[config.mk]
export PLATFORM = sky130hd
export DESIGN_NAME = rr_stream_mux
export DESIGN_NICKNAME = d
export VERILOG_FILES = /design/src/rtl/rr_stream_mux.sv
export SDC_FILE = /design/constraint.sdc
export NUM_CORES = 1
export LEC_CHECK = 0
export CAP_MARGIN = 5
export CORE_UTILIZATION = 30
export CTS_CLUSTER_DIAMETER = 80
export DETAILED_ROUTE_END_ITERATION = 8
export MAX_ROUTING_LAYER = met4
export PLACE_DENSITY = 0.77
export SETUP_SLACK_MARGIN = 0.3
export SLEW_MARGIN = 25
export SYNTH_ARGS = -nofsm -noshare
export SYNTH_HDL_FRONTEND = slang
export SYNTH_SLANG_ARGS = --single-unit
[constraint.sdc]
create_clock -name CLK -period 2.4 [get_ports CLK]
set_input_delay 0.36 -clock CLK [delete_from_list [all_inputs] [get_ports CLK]]
set_output_delay 0.36 -clock CLK [all_outputs]
set_load 0.05 [all_outputs]
[src/rtl/rr_stream_mux.sv]
// Registered N:1 stream multiplexer with round-robin or fixed-priority arbitration,
// a manual-select override and a one-entry output register.
module rr_stream_mux #(
  parameter  int WIDTH  = 32,
  parameter  int NUM_CH = 4,
  parameter  int RR     = 1,
  localparam int SEL_W  = $clog2(NUM_CH)
) (
  input  logic                    CLK,
  input  logic                    RST_N,
  input  logic [NUM_CH*WIDTH-1:0] IN_DATA,
  input  logic [NUM_CH-1:0]       IN_VALID,
  output logic [NUM_CH-1:0]       IN_READY,
  input  logic                    FORCE_EN,
  input  logic [SEL_W-1:0]        FORCE_SEL,
  output logic [WIDTH-1:0]        OUT_DATA,
  output logic                    OUT_VALID,
  input  logic                    OUT_READY,
  output logic [SEL_W-1:0]        OUT_CH
);

  logic [SEL_W-1:0]  ptr_q, ptr_d;
  logic              out_valid_q, out_valid_d;
  logic [WIDTH-1:0]  out_data_q, out_data_d;
  logic [SEL_W-1:0]  out_ch_q, out_ch_d;

  logic [NUM_CH-1:0] force_hit_s;
  logic [NUM_CH-1:0] upper_s;
  logic [NUM_CH-1:0] req_s;
  logic              grant_valid_s;
  logic [SEL_W-1:0]  grant_idx_s;
  logic [WIDTH-1:0]  grant_data_s;
  logic              load_en_s;
  logic              xfer_s;

  function automatic logic [SEL_W-1:0] lowest_idx(input logic [NUM_CH-1:0] mask);
    logic [SEL_W-1:0] idx;
    idx = '0;
    for (int i = NUM_CH - 1; i >= 0; i--) begin
      idx = mask[i] ? SEL_W'(i) : idx;
    end
    return idx;
  endfunction

  // Request masks: forced channel, and valid channels at or above the RR pointer
  always_comb begin
    force_hit_s = '0;
    upper_s     = '0;
    for (int i = 0; i < NUM_CH; i++) begin
      force_hit_s[i] = IN_VALID[i] & (FORCE_SEL == SEL_W'(i));
      upper_s[i]     = IN_VALID[i] & (SEL_W'(i) >= ptr_q);
    end
  end

  // Round-robin wraps to the lowest valid channel when nothing at/above ptr is valid
  always_comb begin
    req_s = IN_VALID;
    if (FORCE_EN) begin
      req_s = force_hit_s;
    end else if ((RR != 0) && (|upper_s)) begin
      req_s = upper_s;
    end else begin
      req_s = IN_VALID;
    end
    grant_valid_s = |req_s;
    grant_idx_s   = lowest_idx(req_s);
  end

  // Data selection from the granted channel
  always_comb begin
    grant_data_s = '0;
    for (int i = 0; i < NUM_CH; i++) begin
      grant_data_s = grant_data_s |
                     (IN_DATA[i*WIDTH +: WIDTH] & {WIDTH{grant_idx_s == SEL_W'(i)}});
    end
  end

  assign load_en_s = ~out_valid_q | OUT_READY;
  assign xfer_s    = load_en_s & grant_valid_s & RST_N;

  // One-hot ready towards the granted producer
  always_comb begin
    IN_READY = '0;
    for (int i = 0; i < NUM_CH; i++) begin
      IN_READY[i] = xfer_s & (grant_idx_s == SEL_W'(i));
    end
  end

  // Next-state for the output register and arbitration pointer
  always_comb begin
    out_valid_d = out_valid_q;
    out_data_d  = out_data_q;
    out_ch_d    = out_ch_q;
    ptr_d       = ptr_q;
    if (xfer_s) begin
      out_valid_d = 1'b1;
      out_data_d  = grant_data_s;
      out_ch_d    = grant_idx_s;
    end else if (OUT_READY) begin
      out_valid_d = 1'b0;
    end else begin
      out_valid_d = out_valid_q;
    end
    if (xfer_s && (RR != 0) && !FORCE_EN) begin
      ptr_d = (grant_idx_s == SEL_W'(NUM_CH - 1)) ? '0 : grant_idx_s + SEL_W'(1);
    end else begin
      ptr_d = ptr_q;
    end
  end

  // State registers with synchronous active-low reset
  always_ff @(posedge CLK) begin
    if (!RST_N) begin
      out_valid_q <= 1'b0;
      out_data_q  <= '0;
      out_ch_q    <= '0;
      ptr_q       <= '0;
    end else begin
      out_valid_q <= out_valid_d;
      out_data_q  <= out_data_d;
      out_ch_q    <= out_ch_d;
      ptr_q       <= ptr_d;
    end
  end

  assign OUT_VALID = out_valid_q;
  assign OUT_DATA  = out_data_q;
  assign OUT_CH    = out_ch_q;

endmodule

==> run summary <==
Area Overhead vs Synth - 131%
Worst path top cell family by delay - simple AND/OR/NAND/NOR gates
GP Congestion - 0.799
Post-synth EDFFs - 0
VDD IR max - 367 uV
failing checks - negative setup slack
Crit path buffers/inverters - 2
Seq/Total Area, Yosys - 0.336
CTS sink count - 37
Hold Path Class - reg2reg
critical path endpoint category - output port
slew of the pin with the lowest slew margin - 0.538 ns
Mapped Cells - 240
Iter 0 DRT Violations - 100
Vias/cell - 5.13
Slew Limit Fails - 0
adder-cell share of the synthesized area - 0.0227
Multi-input gate area - 1650 um2
Final period util - 1.06
PD cells - 557 nW/um2
die area - 7690 um2
Setup WS pre-CTS - -0.535 ns
input/output buffers - 176
Relative slew margins - 0.640
htree depth - 2
fraction of registers with async set/reset - 0
Critical Path RT - 2.04 ns
overall routing resource usage - 0.254
Worst-path clk slew - 0.09 ns
slowest stage delay, CP - 0.41 ns
count of yosys warnings during synthesis - 0
multiplexer share of the synthesized area - 0.164
leakage - 2.00 nW
core area - 6940 um2
Final Net Count - 594
final WL - 9540 um
Mapped Avg Cell Area - 9.18 um2
worst hold slack - 0.459 ns
# rows - 30
drt drc - 0
crit path time final - 2.54 ns
Mapped Area - 2200 um2
critical-path cell list - nor2b_1, o21ai_1, a311o_2, or2_4, ha_4, buf_12, and2_4, buf_12
Main synth FF type - dfxtp_1
CP max FO - 5
post-synthesis xor/xnor area fraction - 0
Clock Skew - 0.0160 ns
complex-gate fraction of the synthesized area - 0.301
antenna-violating nets left - 0
layout cells sized above 1 - 0.260
IO Pins - 177
crit-path most repeated cell - buf_12
Clock Tree Buf Depth - 2
diode count - 0
CTS tree - yes
Max-Cap Viols - 0
Hold Violations, Final - 0
syn nets - 382
largest net degree at the start of global routing - 38
Fmax - 393 MHz
Reg area - 746 um2
simple-gate share of the synthesized area - 0.111
Setup WS post-layout - -0.145 ns
Yosys reg bits - 37
CP max stage cell - a311o_2
clk_lat worst skew - 0.30 ns
antenna violations before repair - 0
count of final setup violators - 35
main combinational cell family by area after synthesis - compound AO/OA/AOI/OAI gates
Distinct cells, synth - 28
Design Area, Final - 5080 um2
gr ovfl total - 0
Initial Utilization - 0.317
vias in the first global route - 2873
via count - 2816
RSZ-0062 raised after global routing - yes
first-pass iteration count of the detailed router - 4
Filler Cell Count - 499
WL/cell - 17.4 um
startpoint types - flop
CTS root buffer - clkbuf_8
outcome - finished, violations left
placed cell areas - 4520 um2
CTS Buf Count - 5
die height - 87.7 um
kind of critical path - reg2out
first-pass GRT wire length - 14300 um
Die Width - 87.7 um
Arr. time, crit path - 2.18 ns
hpwl dp - 6470 um
## final timing paths
path	startpoint	to	slack, ns	depth (start not counted)
worst max register to register	ptr_q[1]$_SDFFE_PN0P_	OUT_DATA[22]$_SDFFE_PN0P_	-0.08	11
worst min-delay path	OUT_DATA[4]$_SDFFE_PN0P_	OUT_DATA[4]$_SDFFE_PN0P_	0.46	2
worst min register to register	OUT_DATA[4]$_SDFFE_PN0P_	OUT_DATA[4]$_SDFFE_PN0P_	0.46	2
worst max-delay path	ptr_q[1]$_SDFFE_PN0P_	IN_READY[1]	-0.14	8
## metal layers
layer  vias up  GRT usage  wire length, um
met3        13     0.0490              648
met2       133      0.462             4980
li1       1344          -                -
met5         -          -                0
met1      1326      0.281             3770
met4         0     0.0730              148
## flip-flops by register name (all words and copies together), names as in the netlist
name	cells
OUT_CH	2
OUT_DATA	32
OUT_VALID	1
ptr_q	2
## kinds of logic (layout without fill, tap and decap cells)
logic type	after synthesis	in the layout
fa+ha+maj	4	4
simple gates	54	54
mux	36	36
flops	37	37
buf+inv	30	243
compound gates	79	79
## cell usage in the layout (no fill, tap or decap), drive strengths merged
cell / instances
clkdlybuf4s50: 165
clkinv: 3
or4bb: 1
mux2i: 35
nor2b: 3
and3: 1
or3: 1
mux2: 1
clkinvlp: 1
a221oi: 33
o31a: 1
buf: 55
nand2b: 3
ha: 4
dlygate4sd2: 4
o2bb2ai: 1
clkdlybuf4s15: 3
dfxtp: 37
or2: 1
a21oi: 2
a21boi: 1
and2: 4
a21o: 1
o21ai: 6
bufbuf: 2
a22o: 32
nor2: 2
a311o: 1
nand2: 37
nand3: 1
inv: 5
clkbuf: 5
o21ba: 1
## cells in the mapped netlist (3+ instances only)
cell type  instances  area, um2
a22o_1            32        280
nand2b_1           3       18.8
nand2_1           37        139
o21ai_0            6       30.0
ha_1               4       50.1
buf_6              4       45.0
clkbuf_1          20       75.1
mux2i_1           35        350
nor2b_1            3       18.8
and2_1             4       25.0
inv_1              5       18.8
a221oi_1          33        289
dfxtp_1           37        741
## per-stage QoR
stage	TNS, ns	instances	power, mW	utilization
floorplan	0	240	1.64	-
global placement	-14.43	517	2.20	0.651
detailed placement	-15.62	517	2.21	0.651
CTS	-1.30	546	2.79	0.717
global route	-4.68	549	2.96	0.732
finish	-1.87	549	2.83	0.732
## power breakdown
| group | switching, mW | internal (mW) |
|---|---|---|
| Combinational | 0.798 | 0.820 |
| Clock | 0.236 | 0.201 |
| Sequential | 0.0599 | 0.716 |
| Total | 1.09 | 1.74 |
## final cells by class
| class | count | share of cell area |
|---|---|---|
| sequential | 37 | 0.147 |
| multi-input combinational | 173 | 0.325 |
| timing repair buffer | 229 | 0.483 |
| inverter | 6 | 0.00492 |
| tap | 96 | 0.0236 |
| clock buffer | 5 | 0.0135 |
| clock inverter | 3 | 0.00345 |
## worst min-delay path, stage by stage (launching register included)
cell	delay [ns]
dfxtp_1	0.32
nand2_1	0.05
mux2i_1	0.05
## repair_timing
action / in CTS / in global routing
setup endpoints to repair: 37 / 37
pin swaps: 20 / 19
setup buffers: 17 / 3
gates cloned: 4 / 0
hold endpoints to repair: 0 / 0
hold buffers: 0 / 0
gates resized for setup: 36 / 12
Note: power is estimated with default switching activity, not from simulation.
